`config.mk`:
```
export PLATFORM = sky130hd
export DESIGN_NAME = ram_arbiter
export DESIGN_NICKNAME = d
export VERILOG_FILES = /design/src/rtl/ram_arbiter.sv
export SDC_FILE = /design/constraint.sdc
export NUM_CORES = 1
export LEC_CHECK = 0
export BUFFER_PORTS_ARGS = -buffer_cell sky130_fd_sc_hd__buf_2
export CAP_MARGIN = 5
export CORE_ASPECT_RATIO = 1.5
export CORE_MARGIN = 2
export CORE_UTILIZATION = 49
export DETAILED_ROUTE_END_ITERATION = 7
export PLACE_DENSITY = 0.79
export SLEW_MARGIN = 10
export SYNTH_ARGS = -nofsm -noshare
export SYNTH_HDL_FRONTEND = slang
export SYNTH_SLANG_ARGS = --single-unit
```
`constraint.sdc`:
```
create_clock -name ram_clk -period 3.4 [get_ports ram_clk]
set_input_delay 0.17 -clock ram_clk [delete_from_list [all_inputs] [get_ports ram_clk]]
set_output_delay 0.17 -clock ram_clk [all_outputs]
set_load 0.02 [all_outputs]
```
`src/rtl/ram_arbiter.sv`:
```
`default_nettype none
// ============================================================================
//  Module   : ram_arbiter
//  Purpose  : Shares one RAM wrapper between the instruction-fetch port
//             (read-only) and the data port (read/write). Holds the winning
//             command stable through FREE->ADDR->DATA, returns a one-cycle
//             rdy/err pulse, and leaves a command-free cycle between accesses.
//  Options  : RAM_ARB_RR_EN - round-robin arbitration under contention;
//             when undefined the data port has fixed priority.
//  ram_state encoding: 0=RAM_FREE 1=RAM_ADDR 2=RAM_DATA 3=RAM_ERROR
//  Revision : 1.0 - initial release
// ============================================================================
module ram_arbiter #(
  parameter logic [7:0] TIMEOUT   = 8'd16,
  parameter int         BIT_WIDTH = 32
) (
  input  logic                 ram_clk,
  input  logic                 nrst,
  // instruction-fetch port
  input  logic                 i_req,
  input  logic [BIT_WIDTH-1:0] i_addr,
  output logic [BIT_WIDTH-1:0] i_load,
  output logic                 i_rdy,
  output logic                 i_err,
  // data port
  input  logic                 d_req,
  input  logic                 d_wen,
  input  logic [BIT_WIDTH-1:0] d_addr,
  input  logic [1:0]           d_width,
  input  logic [BIT_WIDTH-1:0] d_store,
  output logic [BIT_WIDTH-1:0] d_load,
  output logic                 d_rdy,
  output logic                 d_err,
  // RAM side
  output logic                 ram_ren,
  output logic                 ram_wen,
  output logic [BIT_WIDTH-1:0] ram_addr,
  output logic [1:0]           ram_width,
  output logic [BIT_WIDTH-1:0] ram_store,
  input  logic [BIT_WIDTH-1:0] ram_load,
  input  logic [1:0]           ram_state
);

  localparam logic [1:0] c_RAM_DATA  = 2'd2;
  localparam logic [1:0] c_RAM_ERROR = 2'd3;
  localparam logic [1:0] c_WIDTH_HALF = 2'b01;
  localparam logic [1:0] c_WIDTH_WORD = 2'b10;

  typedef enum logic [1:0] {
    ST_IDLE = 2'd0,
    ST_BUSY = 2'd1,
    ST_RESP = 2'd2
  } state_t;

  state_t r_state;
  state_t w_state_nxt;

  // latched command
  logic                 r_grant_d;   // 1 = data port owns the current access
  logic                 r_last_d;    // 1 = data port was served last
  logic [BIT_WIDTH-1:0] r_addr;
  logic [1:0]           r_width;
  logic [BIT_WIDTH-1:0] r_store;
  logic                 r_wen;
  logic                 r_err;
  logic [BIT_WIDTH-1:0] r_load;
  logic [7:0]           r_cnt;

  // values last presented to the RAM, held while no strobe is active
  logic [BIT_WIDTH-1:0] r_out_addr;
  logic [1:0]           r_out_width;
  logic [BIT_WIDTH-1:0] r_out_store;

  logic w_pick_d;
  logic w_misal;
  logic w_ren;
  logic w_wen;
  logic w_data_ok;
  logic w_fail;

`ifdef RAM_ARB_RR_EN
  // under contention the port not served last wins
  assign w_pick_d = d_req & (~i_req | ~r_last_d);
`else
  // data port always wins simultaneous requests
  assign w_pick_d = d_req;
`endif

  // word access needs addr[1:0]=0, half access needs addr[0]=0 (11 acts as word)
  assign w_misal = (r_width[1] & (|r_addr[1:0])) |
                   ((r_width == c_WIDTH_HALF) & r_addr[0]);

  // State register
  always_ff @(posedge ram_clk) begin
    if (!nrst) begin
      r_state <= ST_IDLE;
    end else begin
      r_state <= w_state_nxt;
    end
  end

  // Next-state and RAM strobe decode
  always_comb begin
    w_state_nxt = r_state;
    w_ren       = 1'b0;
    w_wen       = 1'b0;
    w_data_ok   = 1'b0;
    w_fail      = 1'b0;
    case (r_state)
      ST_IDLE: begin
        if (i_req | d_req) begin
          w_state_nxt = ST_BUSY;
        end
      end
      ST_BUSY: begin
        if (w_misal) begin
          // rejected without touching the RAM
          w_fail      = 1'b1;
          w_state_nxt = ST_RESP;
        end else begin
          w_ren = ~r_wen;
          w_wen = r_wen;
          if (ram_state == c_RAM_DATA) begin
            w_data_ok   = 1'b1;
            w_state_nxt = ST_RESP;
          end else if (ram_state == c_RAM_ERROR) begin
            w_fail      = 1'b1;
            w_state_nxt = ST_RESP;
          end else if ((TIMEOUT != 8'd0) && (r_cnt == (TIMEOUT - 8'd1))) begin
            w_fail      = 1'b1;
            w_state_nxt = ST_RESP;
          end
        end
      end
      ST_RESP: begin
        w_state_nxt = ST_IDLE;
      end
      default: begin
        w_state_nxt = ST_IDLE;
      end
    endcase
  end

  // Command latch, load capture, error flag and timeout counter
  always_ff @(posedge ram_clk) begin
    if (!nrst) begin
      r_grant_d <= 1'b0;
      r_last_d  <= 1'b1;
      r_addr    <= '0;
      r_width   <= '0;
      r_store   <= '0;
      r_wen     <= 1'b0;
      r_err     <= 1'b0;
      r_load    <= '0;
      r_cnt     <= '0;
    end else begin
      case (r_state)
        ST_IDLE: begin
          if (i_req | d_req) begin
            r_grant_d <= w_pick_d;
            r_err     <= 1'b0;
            r_load    <= '0;
            r_cnt     <= '0;
            if (w_pick_d) begin
              r_addr  <= d_addr;
              r_width <= d_width;
              r_store <= d_store;
              r_wen   <= d_wen;
            end else begin
              r_addr  <= i_addr;
              r_width <= c_WIDTH_WORD;
              r_store <= '0;
              r_wen   <= 1'b0;
            end
          end
        end
        ST_BUSY: begin
          r_cnt <= r_cnt + 8'd1;
          if (w_fail) begin
            r_err <= 1'b1;
          end
          if (w_data_ok && !r_wen) begin
            r_load <= ram_load;
          end
        end
        ST_RESP: begin
          r_last_d <= r_grant_d;
          r_cnt    <= '0;
        end
        default: begin
          r_cnt <= '0;
        end
      endcase
    end
  end

  // Remember the last command driven so idle cycles keep the bus steady
  always_ff @(posedge ram_clk) begin
    if (!nrst) begin
      r_out_addr  <= '0;
      r_out_width <= '0;
      r_out_store <= '0;
    end else if (w_ren | w_wen) begin
      r_out_addr  <= r_addr;
      r_out_width <= r_width;
      r_out_store <= r_store;
    end
  end

  assign ram_ren   = w_ren;
  assign ram_wen   = w_wen;
  assign ram_addr  = (w_ren | w_wen) ? r_addr  : r_out_addr;
  assign ram_width = (w_ren | w_wen) ? r_width : r_out_width;
  assign ram_store = (w_ren | w_wen) ? r_store : r_out_store;

  // response pulse goes only to the granted port
  assign i_rdy  = (r_state == ST_RESP) & ~r_grant_d;
  assign d_rdy  = (r_state == ST_RESP) &  r_grant_d;
  assign i_err  = i_rdy & r_err;
  assign d_err  = d_rdy & r_err;
  assign i_load = i_rdy ? r_load : '0;
  assign d_load = d_rdy ? r_load : '0;

endmodule
`default_nettype wire

```
==> out/qor.yml, run 1 <==
power:
  clockPowerShare_pct: 36.7
  power_switching_w: 0.00146
  leakagePower_nw: 4.81
  power_frac_seq_pct: 45.2
  p_sw_share_pct: 28.9
  max-vdd-ir-drop_mv: 0.470
  pwr-share-comb_pct: 18.1
  intPower_w: 0.00359
  power.density_mw_per_mm2: 504
clocking:
  clock-sinks: 177
  numCtsBuffers: 17
  cts_resized: 0
  cts_max_level: 4
  insertion_delay_ns: 0.42
  ctsRootBufferMaster: "clkbuf_16"
  post-cts-setup-buffers: 0
  ctsLongestPathBuffers: 2
  clkTransAtPathRegs_ns: 0.07
  cts_tree: "built"
timing:
  clock.fmax_mhz: 360
  fin_crit_ns: 2.78
  skew_ns: 0.0137
  rsz0062_at_grt: "false"
  relSlewSlack_pct: 25.5
  period_share_pct: 81.7
  worst_pin_slew_ns: 1.11
  final.setup.tns_ns: 0
  maxSlewViolCount: 0
  setup_violations: 0
  report.final.hold_viol_count: 0
detailed_routing:
  wl_per_cell_um: 15.2
  firstDrtPassIters: 5
  drtAntennaViolNets: 0
  drcViolationCount: 0
  via_per_inst: 5.12
  via_count: 6545
  first_iter_violations: 382
  wl_mm: 19.4
status:
  outcome: "finished, final reports clean"
finish:
  drive_gt1_share_pct: 36.0
  final_nets: 1203
  final_cells: 1278
  area_growth_syn_to_layout_pct: 35.0
floorplanning:
  die_h_um: 155
  io_pins: 273
  fp.dieArea_mm2: 0.0161
  core_area_mm2: 0.0149
  row_count: 55
  die_w_um: 104
  initial_utilization_pct: 49.6
job:
  maxCapViolations: 0
worst_setup_path:
  cp-start-kind: "flop"
  path_max_fanout: 43
  arrival_ns: 2.61
  critPathCaptureType: "output pin"
  worstSetupPathType: "flop to output pin"
  crit_required_ns: 3.23
yosys:
  synth-seq-cells: 177
  synth_cells: 771
  synth.cell_area_mm2: 0.00741
  synth-async-reset-ratio_pct: 0
  synth_warnings: 0
  synth_top_area_cell: "dfxtp_1"
  synth.avg_cell_area_um2: 9.62
  syn_nets: 909
  ys_types: 41
  synth-main-ff-cell: "dfxtp_1"
  ys_top_cells_by_area: "dfxtp_1, and2_1, mux2_2"
  ys_seq_area_share_pct: 47.8
  synth-edff-count: 0
  synth_top_area_share_pct: 47.8
placed_design:
  port-buffer-count: 272
  gp_congestion: 0.818
  dp.cells: 1186
  dpl.hpwl_mm: 12.4
global_route:
  grt_pass1_wl_mm: 30.9
  grt_usage_pct: 23.3
  first_global_vias: 6387
  gr-total-overflow: 0
  antenna_found_initial: 0
  grt_max_degree: 82
hold_path:
  hp-class: "input port to flop"
-- synth_stat cells (all sizes together) (2+ instances only) --
cell type,instances
clkbuf,42
inv,4
and2,134
a21oi,9
a211oi,33
nor2,81
nand4,32
or4,2
mux2i,32
mux2,66
o21ai,39
nand3,2
a22oi,35
dfxtp,177
nor2b,3
nand2,37
nand2b,2
nor3,2
buf,24
-- kinds of logic (layout without fill, tap and decap cells) --
kind of cell,Yosys count,in the layout,synth area share [%]
AO/OA/AOI/OAI,124,124,11.2
adder cells (fa/ha/maj),1,1,0.169
buffers and inverters,70,377,4.13
flip-flops,177,177,47.8
multiplexers,98,98,15.3
other,0,1,0
AND/OR/NAND/NOR,301,301,21.5
-- routing by layer --
metal	track usage, %	up-vias	wire length, um
met5	0	-	0
met4	11.8	0	746
met3	4.68	56	912
met2	41.7	238	9920
met1	26.1	3009	7790
li1	-	3242	-
-- final cells by class --
cell class,count,area [um^2]
antenna,1,2.50
clock buffer,18,439
clock inverter,14,119
fill,1161,4920
inverter,4,15.0
multi-input combinational,524,3600
sequential,177,3540
tap,199,249
timing repair buffer,341,2040
-- state kept, by name, summed over array words and instances, names as in the netlist, 2 cells and up --
name and count:
r_out_width 2, r_width 2, r_out_store 32, r_load 32, r_state 2, r_store 32
r_cnt 8, r_out_addr 32, r_addr 32
-- through the flow --
stage | instance area, um^2 | hold WS (ns) | worst slack, ns | util [%] | power (W)
floorplan | 7410 | 0.310 | 1.77 | - | 0.00292
global placement | 8860 | 0.401 | 1.08 | 59.3 | 0.00317
detailed placement | 8860 | 0.413 | 1.05 | 59.3 | 0.00318
CTS | 10000 | 0.000585 | 0.593 | 67.0 | 0.00508
global route | 10000 | 0.00814 | 0.493 | 67.0 | 0.00526
finish | 10000 | 0.0130 | 0.623 | 67.0 | 0.00505
-- path summary, 6_finish.rpt --
check,to,depth (start not counted),startpoint,slack [ns]
setup / recovery,ram_addr[9],5,r_width[1]$_SDFFE_PN0P_,0.62
setup reg to reg,r_out_addr[31]$_SDFF_PN0_,5,r_width[1]$_SDFFE_PN0P_,1.11
hold / removal,r_store[30]$_SDFFE_PN0P_,3,d_store[30],0.01
hold reg to reg,r_load[31]$_SDFFE_PN0P_,2,r_load[31]$_SDFFE_PN0P_,0.48
-- worst max-delay path, cell delays in order (launching register included) --
cell and delay (ns):
dfxtp_1 0.40, a21oi_2 0.13, o21ai_4 0.73, buf_12 0.36
mux2_2 0.39, buf_2 0.16
-- timing repair --
item,4_1_cts,5_1_grt
hold buffers,59,0
hold endpoints to repair,59,0
endpoints found under the setup margin,0,0
-- power groups by stage --
stage               Clock [W]  Combinational (W)  Sequential (W)
floorplan                   0           0.000619         0.00230
global placement            0           0.000842         0.00232
detailed placement          0           0.000859         0.00233
CTS                   0.00188           0.000917         0.00228
global route          0.00196           0.000998         0.00230
finish                0.00185           0.000915         0.00228
-- cell usage in the layout, fill, tap and decap left out, types with 2 or more instances in the layout --
master,count
a211oi_1,33
inv_6,5
nand2_1,37
nand2b_1,2
nor2b_1,2
mux2i_1,32
buf_2,271
inv_1,3
or4_1,2
dfxtp_1,177
dlygate4sd3_1,59
o21ai_0,37
o21ai_4,2
a21oi_1,8
clkinvlp_4,3
mux2_2,48
nand4_1,32
buf_4,10
clkinv_2,2
clkbuf_16,17
nor2_1,81
nor3_1,2
mux2_4,18
nand3_1,2
and2_1,134
a22oi_1,35
inv_8,3
(Power assumes the default switching activity.)
==> run 2: changes to the inputs <==
clock period = 2.69 ns   (was 3.4 ns; I/O delays follow)
==> run 2 against run 1 <==
Count of clock-buffer cells in the layout down 1. Core utilization grew 1.3 points. Clock power increased by 33%. Critical path type unchanged.
==> out/qor.yml, run 2 (synthesis results as in run 1) <==
status:
  outcome: "finished, final reports clean"
worst_setup_path:
  reg2reg_to: "r_out_store[10]$_SDFF_PN0_"
  worstSetupPathType: "flop to output pin"
  arrival_ns: 2.11
  crit_required_ns: 2.56
  regToRegSetupSlack_ns: 0.87
  cp_top_family: "buffers and inverters"
  path_max_fanout: 53
  crit_slowest_cell: "mux2_2"
  crit_start: "r_width[1]$_SDFFE_PN0P_"
  cp-start-kind: "flop"
  critPathCaptureType: "output pin"
  path_cells: "nor2_1 > o21ai_4 > buf_12 > mux2_2 > buf_2"
  r2r_cells: 5
  r2r-start: "r_width[1]$_SDFFE_PN0P_"
  max_stage_delay_ns: 0.40
  critPathBufInv: 2
global_route:
  first_global_vias: 6587
  grt_max_degree: 67
  antenna_found_initial: 1
  grt_usage_pct: 24.8
  grt_pass1_wl_mm: 32.3
  gr-total-overflow: 0
placed_design:
  dpl.hpwl_mm: 12.9
  gp_congestion: 0.804
  dp.cells: 1189
  post-place-ws_ns: 0.429
  port-buffer-count: 272
timing:
  relSlewSlack_pct: 42.0
  worst_pin_slew_ns: 0.870
  fin_crit_ns: 2.25
  report.final.hold_viol_count: 0
  final.setup.tns_ns: 0
  clock.fmax_mhz: 445
  setup_violations: 0
  layout_setup_ws_ns: 0.442
  period_share_pct: 83.6
  maxSlewViolCount: 0
  rsz0062_at_grt: "false"
  skew_ns: 0.0137
detailed_routing:
  via_per_inst: 5.19
  wl_mm: 20.6
  drtAntennaViolNets: 0
  drcViolationCount: 0
  via_count: 6704
  firstDrtPassIters: 7
  wl_per_cell_um: 15.9
  first_iter_violations: 323
finish:
  fin_util_pct: 68.3
  layout_common_cells: "buf_2, dfxtp_1, and2_1"
  final_common_cell: "buf_2"
  final_cells: 1291
  area_growth_syn_to_layout_pct: 37.6
  drive_gt1_share_pct: 35.9
  final_nets: 1216
floorplanning:
  initial_utilization_pct: 49.6
  io_pins: 273
  core_area_mm2: 0.0149
  die_h_um: 155
  fp.dieArea_mm2: 0.0161
  die_w_um: 104
  row_count: 55
clocking:
  ctsLongestPathBuffers: 2
  insertion_delay_ns: 0.42
  clkTransAtPathRegs_ns: 0.07
  cts_tree: "built"
  clock-sinks: 177
  ctsRootBufferMaster: "clkbuf_16"
  numCtsBuffers: 17
  cts_max_level: 4
power:
  power.density_mw_per_mm2: 643
  leakagePower_nw: 4.90
  max-vdd-ir-drop_mv: 0.513
hold_path:
  min_to: "r_load[8]$_SDFFE_PN0P_"
  min_from: "nrst"
  holdPathStages: 3
  hp-class: "input port to flop"
job:
  maxCapViolations: 0
run 2: how the worst max path moves through the flow:
stage,end,slack (ns),cells after the start
2_1_floorplan,r_out_addr[13]$_SDFF_PN0_,1.06,7
3_3_place_gp,ram_store[2],0.45,5
3_5_place_dp,ram_store[10],0.43,5
4_1_cts,ram_store[8],0.45,5
5_1_grt,d_load[11],0.33,3
6_report,ram_store[8],0.44,5
run 2: per-stage QoR:
stage                     total power (W)  cell area [um^2]  hold slack [ns]
after global routing              0.00681             10200           0.0367
after floorplan                   0.00369              7410            0.274
after detailed placement          0.00405              8920            0.376
final                             0.00656             10200           0.0229
after CTS                         0.00659             10200          0.00140
after global placement            0.00402              8920            0.366
run 2: where the power goes:
group          internal (W)  switching [W]
clock network       0.00132        0.00114
registers           0.00279      0.0000969
logic              0.000535       0.000668
run 2: timing repair:
item,CTS,global route
setup buffers,1,0
endpoints found under the setup margin,46,0
endpoints found under the hold margin,68,0
hold buffers,68,0
gates resized for setup,0,0
run 2: tightest hold or removal path, delay by kind of cell:
kind / cells / cell delay (ns)
buffers and inverters: 1 / 0.14
AND/OR/NAND/NOR: 1 / 0.06
AO/OA/AOI/OAI: 1 / 0.06
run 2: routing by layer:
| metal | global-route usage [%] | wire length, um | vias to the layer above | share of wire, % |
|---|---|---|---|---|
| met1 | 26.7 | 7970 | 3114 | 39 |
| met5 | 0 | 0 | - | 0 |
| met2 | 45.2 | 10700 | 255 | 52 |
| met3 | 5.27 | 1040 | 59 | 5.0 |
| met4 | 13.1 | 843 | 0 | 4.1 |
| li1 | - | - | 3276 | - |
run 2: layout make-up:
| cell class | count | area, um^2 |
|---|---|---|
| clock buffer | 17 | 425 |
| sequential | 177 | 3540 |
| timing repair buffer | 354 | 2200 |
| antenna | 1 | 2.50 |
| fill | 1117 | 4730 |
| tap | 199 | 249 |
| clock inverter | 15 | 164 |
| inverter | 4 | 15.0 |
| multi-input combinational | 524 | 3600 |
